[src/rtl/mem_access_unit_pkg.sv]
`default_nettype none
// ============================================================================
// Module : mem_access_unit_pkg
// Brief  : Shared definitions for the load/store stage. Holds the data width,
//          the mem_op encodings, the FSM state codes and small op classifiers.
// Ports  : none (package)
// Rev    : 1.0 - initial release
// ============================================================================
package mem_access_unit_pkg;

  localparam int XLEN = 64;
  localparam int OP_W = 4;

  // mem_op encodings; 12..15 are treated as MEM_NONE
  localparam logic [3:0] MEM_NONE = 4'd0;
  localparam logic [3:0] MEM_LB   = 4'd1;
  localparam logic [3:0] MEM_LH   = 4'd2;
  localparam logic [3:0] MEM_LW   = 4'd3;
  localparam logic [3:0] MEM_LD   = 4'd4;
  localparam logic [3:0] MEM_LBU  = 4'd5;
  localparam logic [3:0] MEM_LHU  = 4'd6;
  localparam logic [3:0] MEM_LWU  = 4'd7;
  localparam logic [3:0] MEM_SB   = 4'd8;
  localparam logic [3:0] MEM_SH   = 4'd9;
  localparam logic [3:0] MEM_SW   = 4'd10;
  localparam logic [3:0] MEM_SD   = 4'd11;

  // FSM state codes
  localparam logic [1:0] S_IDLE = 2'd0;
  localparam logic [1:0] S_REQ  = 2'd1;
  localparam logic [1:0] S_WAIT = 2'd2;
  localparam logic [1:0] S_DONE = 2'd3;

  function automatic logic is_load(input logic [3:0] op);
    return (op >= MEM_LB) && (op <= MEM_LWU);
  endfunction

  function automatic logic is_store(input logic [3:0] op);
    return (op >= MEM_SB) && (op <= MEM_SD);
  endfunction

endpackage
`default_nettype wire

[src/rtl/mem_access_unit_align.sv]
`default_nettype none
// ============================================================================
// Module : mem_align
// Brief  : Combinational byte-lane logic for the load/store stage.
//          Checks natural alignment, builds store strobes/data and extracts
//          and extends load data from a 64-bit bus word.
// Ports  : i_op         mem_op encoding
//          i_addr       byte offset within the doubleword (addr[2:0])
//          i_store_data rs2 value for stores
//          i_rdata      doubleword returned by the bus
//          o_wmask      byte strobes (0 for non-stores)
//          o_wdata      store data shifted into its byte lane
//          o_load_data  aligned and extended load result (0 for non-loads)
//          o_misalign   access is not naturally aligned
// Rev    : 1.0 - initial release
// ============================================================================
module mem_align
  import mem_access_unit_pkg::*;
(
  input  logic [3:0]      i_op,
  input  logic [2:0]      i_addr,
  input  logic [XLEN-1:0] i_store_data,
  input  logic [XLEN-1:0] i_rdata,
  output logic [7:0]      o_wmask,
  output logic [XLEN-1:0] o_wdata,
  output logic [XLEN-1:0] o_load_data,
  output logic            o_misalign
);

  logic [5:0]      w_shamt;
  logic [XLEN-1:0] w_lane;

  assign w_shamt = {i_addr, 3'b000};
  assign w_lane  = i_rdata >> w_shamt;
  assign o_wdata = i_store_data << w_shamt;

  always_comb begin
    o_wmask     = 8'h00;
    o_load_data = '0;
    o_misalign  = 1'b0;
    case (i_op)
      MEM_LB:  o_load_data = {{56{w_lane[7]}}, w_lane[7:0]};
      MEM_LBU: o_load_data = {56'd0, w_lane[7:0]};
      MEM_LH: begin
        o_misalign  = i_addr[0];
        o_load_data = {{48{w_lane[15]}}, w_lane[15:0]};
      end
      MEM_LHU: begin
        o_misalign  = i_addr[0];
        o_load_data = {48'd0, w_lane[15:0]};
      end
      MEM_LW: begin
        o_misalign  = |i_addr[1:0];
        o_load_data = {{32{w_lane[31]}}, w_lane[31:0]};
      end
      MEM_LWU: begin
        o_misalign  = |i_addr[1:0];
        o_load_data = {32'd0, w_lane[31:0]};
      end
      MEM_LD: begin
        o_misalign  = |i_addr;
        o_load_data = i_rdata;
      end
      MEM_SB: o_wmask = 8'h01 << i_addr;
      MEM_SH: begin
        o_misalign = i_addr[0];
        o_wmask    = 8'h03 << i_addr;
      end
      MEM_SW: begin
        o_misalign = |i_addr[1:0];
        o_wmask    = 8'h0F << i_addr;
      end
      MEM_SD: begin
        o_misalign = |i_addr;
        o_wmask    = 8'hFF;
      end
      default: ;
    endcase
  end

endmodule
`default_nettype wire

[src/rtl/mem_access_unit.sv]
`default_nettype none
// ============================================================================
// Module : mem_access_unit
// Brief  : Load/store stage. Accepts one instruction from exe, performs at
//          most one valid/ready bus transaction, and hands the (extended)
//          result to write-back through a valid/ready handshake.
// Ports  : clk, rst (async, active-low)
//          in_valid/in_ready, mem_op, alu_result, store_data, rd_in, wen_in
//          bus_req_valid/bus_req_ready, bus_addr, bus_wen, bus_wdata, bus_wmask
//          bus_rsp_valid, bus_rsp_rdata
//          out_valid/out_ready, out_data, out_rd, out_wen, misalign
// Rev    : 1.0 - initial release
// ============================================================================
module mem_access_unit
  import mem_access_unit_pkg::*;
(
  input  logic            clk,
  input  logic            rst,
  input  logic            in_valid,
  output logic            in_ready,
  input  logic [OP_W-1:0] mem_op,
  input  logic [XLEN-1:0] alu_result,
  input  logic [XLEN-1:0] store_data,
  input  logic [4:0]      rd_in,
  input  logic            wen_in,
  output logic            bus_req_valid,
  input  logic            bus_req_ready,
  output logic [XLEN-1:0] bus_addr,
  output logic            bus_wen,
  output logic [XLEN-1:0] bus_wdata,
  output logic [7:0]      bus_wmask,
  input  logic            bus_rsp_valid,
  input  logic [XLEN-1:0] bus_rsp_rdata,
  output logic            out_valid,
  input  logic            out_ready,
  output logic [XLEN-1:0] out_data,
  output logic [4:0]      out_rd,
  output logic            out_wen,
  output logic            misalign
);

  logic [1:0]      r_state;
  logic [3:0]      r_op;
  logic [XLEN-1:0] r_addr;
  logic [XLEN-1:0] r_sdata;
  logic [XLEN-1:0] r_data;
  logic [4:0]      r_rd;
  logic            r_wen;
  logic            r_misalign;

  logic            w_idle;
  logic            w_req;
  logic [3:0]      w_in_op;
  logic [3:0]      w_al_op;
  logic [2:0]      w_al_addr;
  logic [XLEN-1:0] w_al_sdata;
  logic [7:0]      w_wmask;
  logic [XLEN-1:0] w_wdata;
  logic [XLEN-1:0] w_load_data;
  logic            w_misalign;

  assign w_idle  = (r_state == S_IDLE);
  assign w_req   = (r_state == S_REQ);
  // Reserved encodings collapse to NONE at the input
  assign w_in_op = (mem_op > MEM_SD) ? MEM_NONE : mem_op;

  // The aligner sees the live inputs in IDLE (so the accept cycle can decide
  // misalignment) and the captured instruction in every other state.
  assign w_al_op    = w_idle ? w_in_op          : r_op;
  assign w_al_addr  = w_idle ? alu_result[2:0]  : r_addr[2:0];
  assign w_al_sdata = w_idle ? store_data       : r_sdata;

  mem_align u_align (
    .i_op         (w_al_op),
    .i_addr       (w_al_addr),
    .i_store_data (w_al_sdata),
    .i_rdata      (bus_rsp_rdata),
    .o_wmask      (w_wmask),
    .o_wdata      (w_wdata),
    .o_load_data  (w_load_data),
    .o_misalign   (w_misalign)
  );

  assign in_ready      = w_idle;
  assign bus_req_valid = w_req;
  assign bus_addr      = {r_addr[XLEN-1:3], 3'b000};
  assign bus_wen       = w_req & is_store(r_op);
  assign bus_wmask     = w_req ? w_wmask : 8'h00;
  assign bus_wdata     = w_req ? w_wdata : '0;
  assign out_valid     = (r_state == S_DONE);
  assign out_data      = r_data;
  assign out_rd        = r_rd;
  assign out_wen       = r_wen;
  assign misalign      = r_misalign;

  always_ff @(posedge clk or negedge rst) begin
    if (!rst) begin
      r_state    <= S_IDLE;
      r_op       <= MEM_NONE;
      r_addr     <= '0;
      r_sdata    <= '0;
      r_data     <= '0;
      r_rd       <= '0;
      r_wen      <= 1'b0;
      r_misalign <= 1'b0;
    end else begin
      case (r_state)
        S_IDLE: begin
          if (in_valid) begin
            r_op       <= w_in_op;
            r_addr     <= alu_result;
            r_sdata    <= store_data;
            r_rd       <= rd_in;
            r_misalign <= w_misalign;
            r_wen      <= wen_in & ~is_store(w_in_op) & ~w_misalign;
            // Stores and misaligned ops report 0; loads overwrite in WAIT
            r_data     <= (w_in_op == MEM_NONE) ? alu_result : '0;
            r_state    <= ((w_in_op == MEM_NONE) || w_misalign) ? S_DONE : S_REQ;
          end
        end
        S_REQ: begin
          if (bus_req_ready) r_state <= S_WAIT;
        end
        S_WAIT: begin
          if (bus_rsp_valid) begin
            if (is_load(r_op)) r_data <= w_load_data;
            r_state <= S_DONE;
          end
        end
        S_DONE: begin
          if (out_ready) r_state <= S_IDLE;
        end
        default: r_state <= S_IDLE;
      endcase
    end
  end

endmodule
`default_nettype wire

[config.mk]
export PLATFORM = sky130hd
export DESIGN_NAME = mem_access_unit
export DESIGN_NICKNAME = d
export VERILOG_FILES = /design/src/rtl/mem_access_unit_pkg.sv /design/src/rtl/mem_access_unit_align.sv /design/src/rtl/mem_access_unit.sv
export SDC_FILE = /design/constraint.sdc
export NUM_CORES = 1
export LEC_CHECK = 0
export CORE_MARGIN = 5
export CORE_UTILIZATION = 53
export DETAILED_ROUTE_END_ITERATION = 12
export PLACE_DENSITY = 0.95
export SYNTH_ARGS = -nofsm -noshare
export SYNTH_HDL_FRONTEND = slang
export SYNTH_SLANG_ARGS = --single-unit
[constraint.sdc]
create_clock -name clk -period 8.2 [get_ports clk]
set_input_delay 1.64 -clock clk [delete_from_list [all_inputs] [get_ports clk]]
set_output_delay 1.64 -clock clk [all_outputs]
set_load 0.1 [all_outputs]
Word-level counts from Yosys, hierarchy flattened

Cells that the tools add are included.

Register bits after elaboration: 205
Bits of input ports: 208
Output and inout bits: 211
Word-level logic and storage cells: 79

Order comparisons: 7
Equality and inequality tests: 19
Shifts and indexed selects: 5
Multiplexer cells: 20
Bitwise logic cells: 5
Reductions and logical operators: 15

Operator list:

| operator                                               | count |
|---|---|
| case mux 64 bit (7 select lines)                       | 1 |
| 2-to-1 mux 64 bit                                      | 6 |
| case mux 64 bit (2 select lines)                       | 1 |
| << shifter 64 x 6 -> 64 bit                            | 1 |
| right shift 64 x 6 -> 32 bit                           | 1 |
| case mux 8 bit (4 select lines)                        | 1 |
| equality test 4 x 3 -> 1 bit (second input constant)   | 4 |
| equality test 4 bit (second input constant)            | 4 |
| 2-to-1 mux 2 bit                                       | 5 |
| OR reduction 3 bit                                     | 3 |
| equality test 4 x 2 -> 1 bit (second input constant)   | 2 |
| >= comparator 4 bit (second input constant)            | 2 |
| less-or-equal comparator 4 bit (second input constant) | 2 |
| 2-to-1 mux 4 bit                                       | 2 |
| 2-to-1 mux 8 bit                                       | 1 |
| inequality test 2 bit (second input constant)          | 4 |
| case mux 2 bit (4 select lines)                        | 1 |
| AND reduction 4 bit                                    | 2 |
| << shifter 1 x 3 -> 8 bit (first input constant)       | 1 |
| << shifter 2 x 3 -> 8 bit (first input constant)       | 1 |
| << shifter 4 x 3 -> 8 bit (first input constant)       | 1 |
| equality test 2 bit (second input constant)            | 2 |
| equality test 4 x 1 -> 1 bit (second input constant)   | 1 |
| >= comparator 4 x 1 -> 1 bit (second input constant)   | 1 |
| 15 further kinds                                       | 21 |

Depth between registers and ports, before layout

Gate-level depths: netlist (run 1).

Depth after elaboration: 10
Mapped depth: 12
Depth with buffers taken out: 8

Cells and area by module

Synthesis (run 1) repeated with hierarchy kept, for this count alone.

Cell total of the unflattened synthesis: 1397
Area, all modules: 14356.3 µm²

By module, submodules not included:

| module          | times used | cells an instance | area each (µm²) | sequential area each (µm²) |
|---|---|---|---|---|
| mem_access_unit | 1          | 778               | 10349.9         | 5129.9 |
| mem_align       | 1          | 619               | 4006.3          | 0.0 |

Worst setup path after synthesis (run 1)

Ideal clock, no wire load.

Kind: input to output
Start: input port alu_result[0]
End: output port bus_wdata[48]
Arrival: 5517 ps
Required time: 6560 ps
Setup slack: 1043 ps
Stages on the path: 8
Buffers on the path: 4
Cell sequence: clkbuf_1 > mux2i_1 > buf_2 > buf_2 > buf_2 > nand2_1 > o22a_1 > a211oi_1

Cells in the longest elaborated chain, start to end: 3

Ends and longest elaborated chain:

| item                        | line                        | source |
|---|---|---|
| from (decl)                 | mem_access_unit.sv:22       | `input logic [XLEN-1:0] alu_result,` |
| 2-to-1 mux 3 bit            | mem_access_unit.sv:70       | `assign w_al_addr = w_idle ? alu_result[2:0] : r_addr[2:0];` |
| << shifter 64 x 6 -> 64 bit | mem_access_unit_align.sv:35 | `assign o_wdata = i_store_data << w_shamt;` |
| 2-to-1 mux 64 bit           | mem_access_unit.sv:89       | `assign bus_wdata = w_req ? w_wdata : '0;` |
| to (decl)                   | mem_access_unit.sv:30       | `output logic [XLEN-1:0] bus_wdata,` |

Every way passes these cells.

Worst setup path in the final report (run 1)

Start: input port alu_result[1]
End: output port bus_wdata[38]

Same word-level chain as after synthesis.

==> summary.md, run 1 <==
| Metric | Value |
|---|---|
| Buffers and inverters on the worst path | 2 |
| First-pass GRT wire length | about 90 mm |
| Largest net degree at the start of global routing | 133 |
| Relative slew slack | roughly a fifth |
| Core area | around 0.027 mm^2 |
| PortBufs | 415 |
| Cell mode on critical path | clkdlybuf4s50_1 |
| Synth Area in Compound Gates | about a fifth |
| Vias | ~15000 |
| Synth Area in Simple Gates | between 10 and 15% |
| Mapped cell area | about 0.015 mm^2 |
| Total clock sinks | 205 |
| Most frequent cells in the layout | clkdlybuf4s50_1 (382), dfrtp_1 (204), mux2_2 (163) |
| Reg-to-reg startpoint | r_state[0] |
| Root Driver | clkbuf_16 |
| Dpl ws | roughly 1.5 ns |
| Worst Hold Launch | r_sdata[56] |
| RSZ-0062 raised after global routing | false |
| Vias in the first global route | ~15000 |
| Gr usage total | approximately 36% |
| Critical Path, Cell by Cell | clkdlybuf4s50_1, mux2i_4, nand4_1, o22ai_1, clkdlybuf4s50_1 |
| Worst Path Arrival | 5.05 ns |
| Synth-to-layout area growth | 30.69% |
| Max frequency | roughly 0.15 GHz |
| Xor/xnor share of the synthesized area | 0% |
| Number of synthesized flops with an enable pin | 0 |
| CP max FO | 33 |
| Async SR Flop Fraction | 100.0% |
| Final wirelength | 58.82 mm |
| CTS clk-pin slew, worst paths | approximately 0.050 ns |
| Final setup violation count | 0 |
| Crit path largest cell delay | 1.19 ns |
| FF-to-FF setup slack | 3.65 ns |
| Number of max-cap violations | 0 |
| Die Height | between 150 and 200 um |
| Critical setup path kind | primary input to output pin |
| Worst Setup End Kind | output pin |
| Final worst slack | 1.512 ns |
| Mapped Cells | ~1600 |
| Initial DRC count | 1876 |
| Most common cell after layout, fill and taps aside | clkdlybuf4s50_1 |
| Yosys warns | 0 |
| Detailed Place HPWL | 42.69 mm |
| Drt wl/cell | 26.94 um |
| Register area | between 0.005 and 0.006 mm^2 |
| Post-synth top flop | dfrtp_1 |
| Hold Crit Endpoint | r_sdata[56] |
| Via density | roughly 6.7 |
| Slew @ Worst Pin | 1.188 ns |
| R2r endpoint | out_data[24] |
| IO Pins | 419 |
| Max clock buf depth | 3 |
| Die area | roughly 0.031 mm^2 |
| Syn_area_per_cell | a little over 9 um^2 |
| Initial Util | a little over half |
| WHS Path Cells | 1 |
| Synth Area in Adders | less than 1% |
| Top post-synthesis cells by area | dfrtp_1 (35%), mux2_2 (13%), mux2i_1 (5.4%) |
| Horiz. Die Dim | 175.6 um |
| Initial antenna violation count | 13 |
| CTS Buf Count | 25 |
| Multi-input gate area | 0.008379 mm^2 |
| Crit path max-delay cell type | clkdlybuf4s50_1 |
| Clock latency on the worst-skew pair | between 0.5 and 0.6 ns |
| Setup bufs post-CTS | 0 |
| Number of H-tree levels | 1 |
| HP Class | flop to flop |
| CTS tree | yes |
| PostCTS Resize Cnt | 0 |
| Crit start category | primary input |
| ANT nets after route | 0 |
| Register area share after synthesis | between 30% and 40% |
| GRT overflow | 0 |
| Max-slew violations | 0 |
| Fin. Hold Viols | 0 |
| Crit path max-delay family | buffers and inverters |
| Post-synth top area share | roughly a third |
| Hold bufs inserted after CTS | 0 |
| Tmin final | 6.688 ns |
| TritonRoute pass-1 iters | 9 |
| Post-route clock skew | approximately 0.018 ns |
| # fillers | 1975 |
| Util after Layout | between 70 and 80% |
| R2r worst-path depth | 9 |
| DRC violations left | 0 |
| Final period utilization | 81.56% |
| Gpl congestion | between 1 and 1.5 |
| #FFs+latches synth | 205 |
| Status | complete, no violations |
| Fin nets | just over 2000 |
| Largest family of logic cells by synthesized area | multiplexers |
| Worst EP required | approximately 6.6 ns |
| Largest area contributor in the netlist | dfrtp_1 |
| Post-synthesis mux area share | a little over a fifth |
| Setup TNS | 0 ns |
| Library cells used by synthesis | 62 |
| Row cnt | 60 |
| Share of layout cells above drive strength 1 | about 16% |
[area by class of cell]
type / count / area share, %
multi-input cells: 1140 / 44.09
flip-flops and latches: 205 / 27.00
repair buffers: 435 / 22.30
clock buffers: 37 / 3.687
well taps: 341 / 2.245
clock inverters: 8 / 0.3752
inverters: 12 / 0.2370
diodes: 5 / 0.06583
[how the worst max path moves through the flow]
stage | start | endpoint | slack (ns) | depth (start not counted)
floorplan | alu_result[0] | bus_wdata[48] | 1.04 | 8
global placement | alu_result[1] | bus_wdata[46] | 1.58 | 6
detailed placement | alu_result[1] | bus_wdata[33] | 1.51 | 5
CTS | alu_result[1] | bus_wdata[38] | 1.51 | 5
global route | alu_result[1] | bus_wdata[38] | 1.33 | 5
finish | alu_result[1] | bus_wdata[38] | 1.51 | 5
[sequential cells by signal, indices dropped and copies added, names as in the netlist]
signal and cells:
r_state 2, r_op 4, r_addr 64, misalign 1, out_wen 1, r_sdata 64, out_data 64, out_rd 5
[synthesized netlist by cell type (16+ instances only)]
library cell and count:
clkbuf_1 83, nand2_1 124, and3_1 30, buf_2 20, nor2_1 142, buf_1 23
a211oi_1 93, a21boi_1 32, mux4_2 16, buf_4 68, nand3_1 24, a221o_1 47
o22ai_1 27, nor2b_1 35, mux2i_1 78, and2_1 48, mux2_2 163, a21oi_1 118
dfrtp_1 205
[stage by stage]
stage	cell area [um^2]	instances	hold slack [ns]
detailed placement	18220	2133	0.4851
floorplan	14550	1557	0.4652
global route	19000	2181	0.5201
global placement	18220	2133	0.4667
finish	19010	2183	0.4949
CTS	18990	2178	0.4968
[layer usage]
metal	track usage (%)	vias to the layer above	routed length, um
met3	11.17	247	6638
met2	60.48	1047	27110
li1	-	6258	-
met1	43.25	7002	21130
met4	17.58	16	3838
met5	0	-	97
[logic make-up (layout without fill, tap and decap cells)]
family,Yosys count,in the layout
muxes,264,264
and+or+nand+nor,435,435
AOI/OAI and AO/OA,429,429
other,1,8
DFF,205,205
adders and majority gates,9,9
buffers and inverters,212,492
Power of run 1 is not shown: default switching activity piles up to over one toggle a cycle in this logic, so the estimate is an artifact.
==> run 2, diff against run 1 <==
--- a/config.mk
+++ b/config.mk
@@ -6,9 +6,9 @@
 export NUM_CORES = 1
 export LEC_CHECK = 0
 export CORE_MARGIN = 5
-export CORE_UTILIZATION = 53
+export CORE_UTILIZATION = 44
 export DETAILED_ROUTE_END_ITERATION = 12
-export PLACE_DENSITY = 0.95
+export PLACE_DENSITY = 0.86
 export SYNTH_ARGS = -nofsm -noshare
 export SYNTH_HDL_FRONTEND = slang
 export SYNTH_SLANG_ARGS = --single-unit
==> constraint.sdc (replaced) <==
create_clock -name clk -period 5.6 [get_ports clk]
set_input_delay 1.12 -clock clk [delete_from_list [all_inputs] [get_ports clk]]
set_output_delay 1.12 -clock clk [all_outputs]
set_load 0.1 [all_outputs]
==> summary.md, run 2 (same netlist as run 1, synthesis figures left out) <==
| Metric | Value |
|---|---|
| Share of layout cells above drive strength 1 | just under 20% |
| Max clock buf depth | 3 |
| Number of H-tree levels | 1 |
| Initial DRC count | 1532 |
| Vias | between 10000 and 15000 |
| PostCTS Resize Cnt | 0 |
| Hold Crit Endpoint | r_sdata[57] |
| Hold bufs inserted after CTS | 0 |
| R2r endpoint | out_data[27] |
| Most frequent cells in the layout | clkdlybuf4s50_1 (341), dfrtp_1 (204), mux2_2 (163) |
| Relative slew slack | a little over a quarter |
| CP max FO | 60 |
| WHS Path Cells | 1 |
| Total clock sinks | ~210 |
| Initial antenna violation count | 6 |
| Synth-to-layout area growth | 36.84% |
| Crit path depth | 6 |
| ANT nets after route | 0 |
| Largest net degree at the start of global routing | around 110 |
| Gr usage total | 30.79% |
| Slew @ Worst Pin | 1.107 ns |
| IO Pins | between 400 and 500 |
| Tmin final | between 5 and 6 ns |
| HP Class | flop to flop |
| First-pass GRT wire length | just under 90 mm |
| DRC violations left | 0 |
| Crit path max-delay cell type | ha_4 |
| Final period utilization | between 90% and 100% |
| Detailed Place HPWL | between 40 and 50 mm |
| CTS Buf Count | 25 |
| Cell total after placement | ~2300 |
| Fin. Hold Viols | 0 |
| Worst Hold Launch | r_sdata[57] |
| Root Driver | clkbuf_16 |
| Row cnt | between 60 and 70 |
| Vias in the first global route | approximately 14000 |
| Gpl congestion | 0.9807 |
| Placed Area | about 0.019 mm^2 |
| GRT overflow | 0 |
| # fillers | between 2000 and 3000 |
| Via density | roughly 6.3 |
| Number of max-cap violations | 0 |
| Setup TNS | 0 ns |
| Initial Util | 44.58% |
| CTS clk-pin slew, worst paths | 0.06 ns |
| Crit start category | flop |
| Fin nets | 2052 |
| Reg-to-reg startpoint | r_state[0] |
| Final wirelength | 59.40 mm |
| TritonRoute pass-1 iters | 6 |
| Crit path max-delay family | simple AND/OR/NAND/NOR gates |
| Setup bufs post-CTS | 0 |
| R2r worst-path depth | 9 |
| Horiz. Die Dim | 191.8 um |
| FF-to-FF setup slack | around 1.2 ns |
| Hold_ws | 0.4982 ns |
| Crit path largest cell delay | 0.73 ns |
| Most common cell after layout, fill and taps aside | clkdlybuf4s50_1 |
| Buffers and inverters on the worst path | 2 |
| Drt wl/cell | roughly 26 um |
| Core area | 0.03262 mm^2 |
| RSZ-0062 raised after global routing | false |
| Status | complete, no violations |
| Clock latency on the worst-skew pair | approximately 0.54 ns |
| PortBufs | a little over 400 |
| Max frequency | approximately 0.20 GHz |
| CTS tree | yes |
| Final cell count without fillers | ~2300 |
| Worst Path Arrival | between 3 and 4 ns |
| Post-route clock skew | between 0.02 and 0.025 ns |
| Worst Setup End Kind | output pin |
| Critical setup path kind | flop to output pin |
| Final setup violation count | 0 |
| Die area | about 0.037 mm^2 |
| Die Height | around 190 um |
| Worst EP required | between 4 and 5 ns |
| Design area | approximately 0.020 mm^2 |
| Max-slew violations | 0 |
| Critical Path, Cell by Cell | inv_1, ha_4, mux2i_4, nand2_1, nor2_1, buf_12 |
[run 2: changes by cell type in the layout (fill, tap and decap cells not counted), sizes merged]
| cell | previous run | this run |
|---|---|---|
| buf | 53 | 110 |
| clkbuf | 37 | 33 |
| clkdlybuf4s50 | 382 | 341 |
| clkinv | 5 | 8 |
| diode | 5 | 2 |
[run 2: area by class of cell]
cell class / instances / area [um^2] / area share [%]
Antenna cell: 2 / 5.005 / 0.02515
Clock buffer: 33 / 695.7 / 3.496
Clock inverter: 11 / 86.33 / 0.4338
Inverter: 12 / 45.04 / 0.2263
Multi-Input combinational cell: 1140 / 8464 / 42.53
Sequential cell: 205 / 5131 / 25.78
Tap cell: 442 / 553.0 / 2.779
Timing Repair Buffer: 451 / 4920 / 24.72
[run 2: worst max path at each step]
| stage | startpoint | end | slack (ns) |
|---|---|---|---|
| 6_report | r_state[0] | bus_wdata[23] | 0.51 |
| 2_1_floorplan | r_state[0] | bus_wdata[32] | -0.1 |
| 3_3_place_gp | alu_result[2] | bus_wdata[23] | 0.82 |
| 5_1_grt | r_state[1] | bus_wdata[23] | 0.31 |
| 3_5_place_dp | alu_result[1] | bus_wmask[3] | 0.75 |
| 4_1_cts | r_state[0] | bus_wdata[23] | 0.49 |
[run 2: worst register-to-register path: stages (launching register included)]
cell and delay, ns:
dfrtp_1 0.39, inv_1 0.16, ha_4 0.73, mux2i_4 0.70, buf_4 0.54, mux4_2 0.43, mux2i_4 0.19, or3_1 0.54
o211ai_1 0.25, a221o_1 0.38
[run 2: layer usage]
metal,wire (um),part of all wire (%),vias up,GRT usage (%)
met3,7220,12,170,8.888
met5,26,0.044,-,0
met4,2895,4.9,4,12.65
met1,21260,36,7076,37.35
li1,-,-,6267,-
met2,28000,47,979,51.44
[run 2: through the flow]
stage          utilization [%]  worst slack (ns)
2_1_floorplan                -          -0.09807
3_3_place_gp             58.60            0.8165
3_5_place_dp             58.60            0.7519
4_1_cts                  60.99            0.4862
5_1_grt                  61.01            0.3115
6_report                 61.01            0.5132
Power of run 2 is left out for the same reason.
